==> src/rtl/rgb_fade_ramp.sv <==
// Linear per-channel fade from the current RGB duty to the latest target.
// One done pulse once all three channels have reached their targets.
module rgb_fade_ramp #(
  parameter int TICK_DIV = 48000,
  parameter int STEP     = 1
) (
  input  logic       i_clk,
  input  logic       i_rst,
  input  logic [7:0] i_red,
  input  logic [7:0] i_green,
  input  logic [7:0] i_blue,
  input  logic       i_valid,
  output logic [7:0] o_red,
  output logic [7:0] o_green,
  output logic [7:0] o_blue,
  output logic       o_busy,
  output logic       o_done
);

  localparam int CW = (TICK_DIV > 1) ? $clog2(TICK_DIV) : 1;
  localparam logic [CW-1:0] CNT_MAX = CW'(TICK_DIV - 1);
  localparam logic [8:0] STEP9 = 9'(STEP);

  typedef enum logic {
    IDLE,
    FADE
  } state_t;

  state_t state, state_n;
  logic [CW-1:0] cnt, cnt_n;
  logic [7:0] tgt_r, tgt_g, tgt_b;
  logic [7:0] tgt_r_n, tgt_g_n, tgt_b_n;
  logic [7:0] cur_r_n, cur_g_n, cur_b_n;
  logic done_n;
  logic tick;

  // 9-bit arithmetic so a large step clamps at the target, never wraps
  function automatic logic [7:0] ramp(
    input logic [7:0] cur,
    input logic [7:0] tgt
  );
    logic [8:0] c;
    logic [8:0] t;
    c = {1'b0, cur};
    t = {1'b0, tgt};
    if (c < t)
      return (t - c <= STEP9) ? tgt : 8'(c + STEP9);
    else if (c > t)
      return (c - t <= STEP9) ? tgt : 8'(c - STEP9);
    return cur;
  endfunction

  assign tick = (state == FADE) && (cnt == CNT_MAX);

  always_comb begin
    state_n = state;
    cnt_n   = cnt;
    tgt_r_n = tgt_r;
    tgt_g_n = tgt_g;
    tgt_b_n = tgt_b;
    cur_r_n = o_red;
    cur_g_n = o_green;
    cur_b_n = o_blue;
    done_n  = 1'b0;
    if (i_valid) begin
      tgt_r_n = i_red;
      tgt_g_n = i_green;
      tgt_b_n = i_blue;
      cnt_n   = '0;
      if (i_red == o_red && i_green == o_green &&
          i_blue == o_blue) begin
        state_n = IDLE;
        done_n  = 1'b1;
      end else begin
        state_n = FADE;
      end
    end else if (state == FADE) begin
      if (tick) begin
        cnt_n   = '0;
        cur_r_n = ramp(o_red, tgt_r);
        cur_g_n = ramp(o_green, tgt_g);
        cur_b_n = ramp(o_blue, tgt_b);
        if (cur_r_n == tgt_r && cur_g_n == tgt_g &&
            cur_b_n == tgt_b) begin
          state_n = IDLE;
          done_n  = 1'b1;
        end
      end else begin
        cnt_n = cnt + CW'(1);
      end
    end
  end

  always_ff @(posedge i_clk) begin
    if (i_rst) begin
      state   <= IDLE;
      cnt     <= '0;
      tgt_r   <= '0;
      tgt_g   <= '0;
      tgt_b   <= '0;
      o_red   <= '0;
      o_green <= '0;
      o_blue  <= '0;
      o_done  <= 1'b0;
    end else begin
      state   <= state_n;
      cnt     <= cnt_n;
      tgt_r   <= tgt_r_n;
      tgt_g   <= tgt_g_n;
      tgt_b   <= tgt_b_n;
      o_red   <= cur_r_n;
      o_green <= cur_g_n;
      o_blue  <= cur_b_n;
      o_done  <= done_n;
    end
  end

  assign o_busy = (state == FADE);

endmodule

==> config.mk <==
export PLATFORM = sky130hd
export DESIGN_NAME = rgb_fade_ramp
export DESIGN_NICKNAME = d
export VERILOG_FILES = /design/src/rtl/rgb_fade_ramp.sv
export SDC_FILE = /design/constraint.sdc
export NUM_CORES = 1
export LEC_CHECK = 0
export CORE_UTILIZATION = 60
export CTS_CLUSTER_SIZE = 14
export DETAILED_ROUTE_END_ITERATION = 8
export HOLD_SLACK_MARGIN = 0.03
export MAX_ROUTING_LAYER = met4
export PLACE_DENSITY = 0.9
export SETUP_SLACK_MARGIN = 0.1
export SYNTH_ARGS = -nofsm -noshare
export SYNTH_HDL_FRONTEND = slang
export SYNTH_SLANG_ARGS = --single-unit
export TNS_END_PERCENT = 1
==> constraint.sdc <==
create_clock -name i_clk -period 5.35 [get_ports i_clk]
set_clock_uncertainty 0.1 [all_clocks]
set_input_delay 0.535 -clock i_clk [delete_from_list [all_inputs] [get_ports i_clk]]
set_output_delay 0.535 -clock i_clk [all_outputs]
set_load 0.02 [all_outputs]
# Word level (Yosys, flattened, before mapping)
# Cells that the tools add are included.
[totals]
ff_bits = 66
input_bits = 27
wordCells = 99
[op_classes]
addsub = 13
n_lt_le_gt_ge = 12
eq_ne = 7
mux = 50
n_bitwise = 1
reduce_logical = 7
[op_table]
columns = ["cell", "count"]
rows = [
  ["2-to-1 mux 8 bit", 24],
  ["less-or-equal comparator 9 x 1 -> 1 bit, second input constant", 6],
  ["subtractor 8 x 8 -> 9 bit", 6],
  ["== test 8 bit", 6],
  ["2-to-1 mux 1 bit", 25],
  ["adder 8 x 1 -> 8 bit, second input constant", 3],
  ["greater-than comparator 8 bit", 3],
  ["less-than comparator 8 bit", 3],
  ["subtractor 8 x 1 -> 8 bit, second input constant", 3],
  ["adder 16 x 1 -> 16 bit, second input constant", 1],
  ["== test 16 bit, second input constant", 1],
  ["2-to-1 mux 16 bit", 1],
  ["logical AND 1 bit", 5],
  ["AND reduction 3 bit", 1],
  ["OR reduction 2 bit", 1],
  ["NOT 1 bit", 1],
]

# Depth between registers and ports, before layout
[logic_depth]
depth_word = 17
mapped_depth = 17
ltp_nobuf = 15

# Least setup slack after synthesis
# No wires, ideal clock.
[synth_path]
kind = "reg2reg"
startpoint = "register o_green[0]"
endpoint = "register state (netlist: o_busy)"
setup_time_ps = 116
arrival_ps = 3961
required_time_ps = 5134
path_slack_ps = 1172
stages_incl_launch_ff = 17
path_buffers = 2
period_less_slack_ps = 4178
cell_sequence = "dfxtp_1 clkbuf_1 inv_1 ha_1 fa_1 nand2b_1 a21oi_1 nor4b_1 a2111o_1 nor3_2 buf_2 o22ai_1 nor3_1 nand4_1 a2111oi_1 nand4_1 a41o_1"
[synth_between]
elab_chain_cells = 17
[synth_rtl]
columns = ["item", "line", "text"]
rows = [
  ["start: declaration", "14", "output logic [7:0] o_green,"],
  ["start signal: assignment", "112", "o_green <= cur_g_n;"],
  ["parallel branches: the longest is 16 deep, another holds subtractor 8 x 8 -> 9 bit", "--", ""],
  ["2-to-1 mux 1 bit *", "65", "if (i_valid) begin"],
  ["end signal: assignment", "106", "state <= state_n;"],
  ["end: declaration", "29", "state_t state, state_n;"],
]
# Mark *: on every way between the ends. The select of a mux whose other input is x is not followed.
# A chain may end at the register's enable or synchronous reset.

# Final worst setup path
# Ends and elaborated chain as after synthesis.

==> metrics.cfg <==
[logic_synthesis]
ys_ff_latch=66
synth_ff_type=dfxtp_1
yosysUniqueCellTypes=85
synth_area_sq_um=7960
synthCells=1103
yosys_warnings=0
synth_edf_count=0
async_reset_ff_share_pct=0
synth_nets=1191
ys_top_cells_by_area=dfxtp_1 (17%), ha_1 (8.6%), nor2_1 (6.5%)
post-synth-top-area-cell=dfxtp_1
yosysTopAreaCellShare_pct=16.6
syn_avg_cell_area_sq_um=7.21
synth_most_common_cell=nor2_1
yosysSeqAreaShare_pct=16.6
yosys-top-cells-count=nor2_1 (137), nand2_1 (73), a21oi_1 (71), dfxtp_1 (66), inv_1 (64)

[clocking]
clkLatencyLatePin_ns=0.34
cts_tree=done
ctsLongestPathBuffers=2
post_cts_buffers=0
htreeDepth=3
clk_pin_slew_ns=0.06
cts_buffers=9
cts-root-buf=clkbuf_16
ctsResizeCount=0
cts_hold_buf=0
clock_sinks=66

[setup_path]
cp.required_ns=5.49
start_kind=register
crit_fanout=14
cp.arrival_ns=5.05
crit_type=reg -> reg
worst_setup_path_end_kind=register

[routing]
detail_route.first_pass.iterations=7
route.detailed.drc=0
wl_mm=24.8
wl_per_cell_um=19.3
vias=8696
ant_nets=0
vias_per_cell=6.77
drt-initial-drc-count=1135

[sta]
fmax_mhz=204
rsz0062_at_grt=false
setup_violations=0
tightestPinTransition_ns=1.10
relSlewSlack_pct=26.8
min_period_over_period_pct=91.8
finalSetupTns_ns=0
fin_crit_ns=4.91
whs_ns=0.403
hold_viol_final=0
final_max_slew_viol_count=0

[grt]
grt_pass1_wl_mm=39.3
grt_use_total_pct=38.0
grt_pass1_vias=7733
antenna_found_initial=0
grt_start_max_net_pins=52
overflow=0

[place]
dpl_cell_area_sq_um=8510
gp_congestion=1.02
hpwl_mm=18.1
io_buffer_count=52
dp_cells=1269

[floorplan]
core_area_sq_um=12800
die_area_sq_um=13700
start_util_pct=62.3
row_count=41
fp.dieW_um=117
die_h_um=117
io_pins=53

[layout]
nFillCells=1047
instances_no_fill=1285
antenna_cells=0
fin_area_sq_um=8840
area_growth_pct=11.0
fin_nets=1196
multi_input_area_sq_um=6110
final_core_util_pct=69.2
layout-drive-gt1-share_pct=5.03
regArea_sq_um=1320

[power_and_ir_drop]
p_int_mw=1.13
cellLeakagePower_nw=3.42
power_switching_mw=0.599
clockPowerShare_pct=37.8
pwr-share-comb_pct=31.4
p_per_area_nw_per_um2=195
seqPwrFrac_pct=30.8
switching_share_pct=34.7
ir_worst_vdd_mv=0.220

[run_status]
outcome=complete, no violations

[worst_hold_path]
hp-class=reg -> reg

[run]
max_cap_violations=0

==> stage by stage <==
| stage | power, mW | worst slack, ns |
|---|---|---|
| after floorplan | 0.924 | 1.17 |
| after global placement | 1.05 | 0.768 |
| after detailed placement | 1.06 | 0.629 |
| after CTS | 1.71 | 0.624 |
| after global routing | 1.79 | 0.190 |
| final | 1.72 | 0.439 |
==> flip-flops by register name (all words and copies together) (netlist names) <==
name,flops
cnt,16
o_blue,8
o_busy,1
o_done,1
o_green,8
o_red,8
tgt_b,8
tgt_g,8
tgt_r,8
==> layout by cell type, fill, tap and decap left out, drive strengths merged, types with 9 or more instances in the layout <==
cell type,instances
buf,16
nand4,25
nor3b,10
clkbuf,9
or3,11
a211oi,26
nand2b,17
clkdlybuf4s50,50
nor3,34
a31oi,15
dfxtp,66
mux2i,43
inv,67
nand3,43
nor2,137
nor4,25
xnor2,47
o31ai,10
and3,15
nand2,73
xor2,36
a21oi,71
ha,55
a21o,10
o21ai,46
o211ai,15
==> worst max-delay path: stages (launching register included) <==
cell and delay (ns):
dfxtp_1 0.61, inv_1 0.23, ha_1 0.29, fa_1 0.42
nand2b_1 0.16, a21oi_1 0.31, nor4b_1 0.10, a2111o_1 0.42
nor3_2 0.69, o32ai_1 0.20, a311oi_1 0.30, nand4_1 0.15
a2111oi_1 0.37, nand4_1 0.19, a41o_1 0.27
==> final timing paths <==
| path | startpoint | endpoint | slack [ns] | cells after the start |
|---|---|---|---|---|
| worst max-delay path | o_green[0] | o_busy | 0.44 | 14 |
| worst min-delay path | cnt[12] | cnt[12] | 0.40 | 2 |
| worst max register to register | o_green[0] | o_busy | 0.44 | 14 |
| worst min register to register | cnt[12] | cnt[12] | 0.40 | 2 |
==> logic make-up (layout without fill, tap and decap cells) <==
group	after synthesis	in the layout	share of synthesized area (%)
buffers and inverters	139	149	6.87
adder cells (fa/ha/maj)	61	61	10.2
flip-flops	66	66	16.6
XOR/XNOR	83	83	9.14
multiplexers	45	45	5.69
AND/OR/NAND/NOR	430	430	27.1
AO/OA/AOI/OAI	279	279	24.4
==> power by group through the flow <==
stage	Clock [mW]	Sequential [mW]	Combinational, mW
after detailed placement	0	0.540	0.520
after CTS	0.655	0.530	0.524
after floorplan	0	0.529	0.395
after global routing	0.674	0.533	0.585
final	0.651	0.532	0.542
after global placement	0	0.540	0.513
==> layout make-up <==
class / instances / share of cell area [%]
clock inverter: 7 / 1.13
timing repair buffer: 66 / 6.97
clock buffer: 9 / 2.55
multi-input combinational: 898 / 69.1
tap: 172 / 2.44
inverter: 67 / 2.85
sequential: 66 / 15.0
==> per-layer routing <==
| layer | track usage (%) | up-vias | wire (um) |
|---|---|---|---|
| met2 | 56.4 | 579 | 10800 |
| li1 | - | 4039 | - |
| met5 | - | - | 0 |
| met4 | 17.0 | 0 | 975 |
| met3 | 8.81 | 101 | 2740 |
| met1 | 48.8 | 3977 | 10300 |
Note: power is estimated with default switching activity, not from simulation.
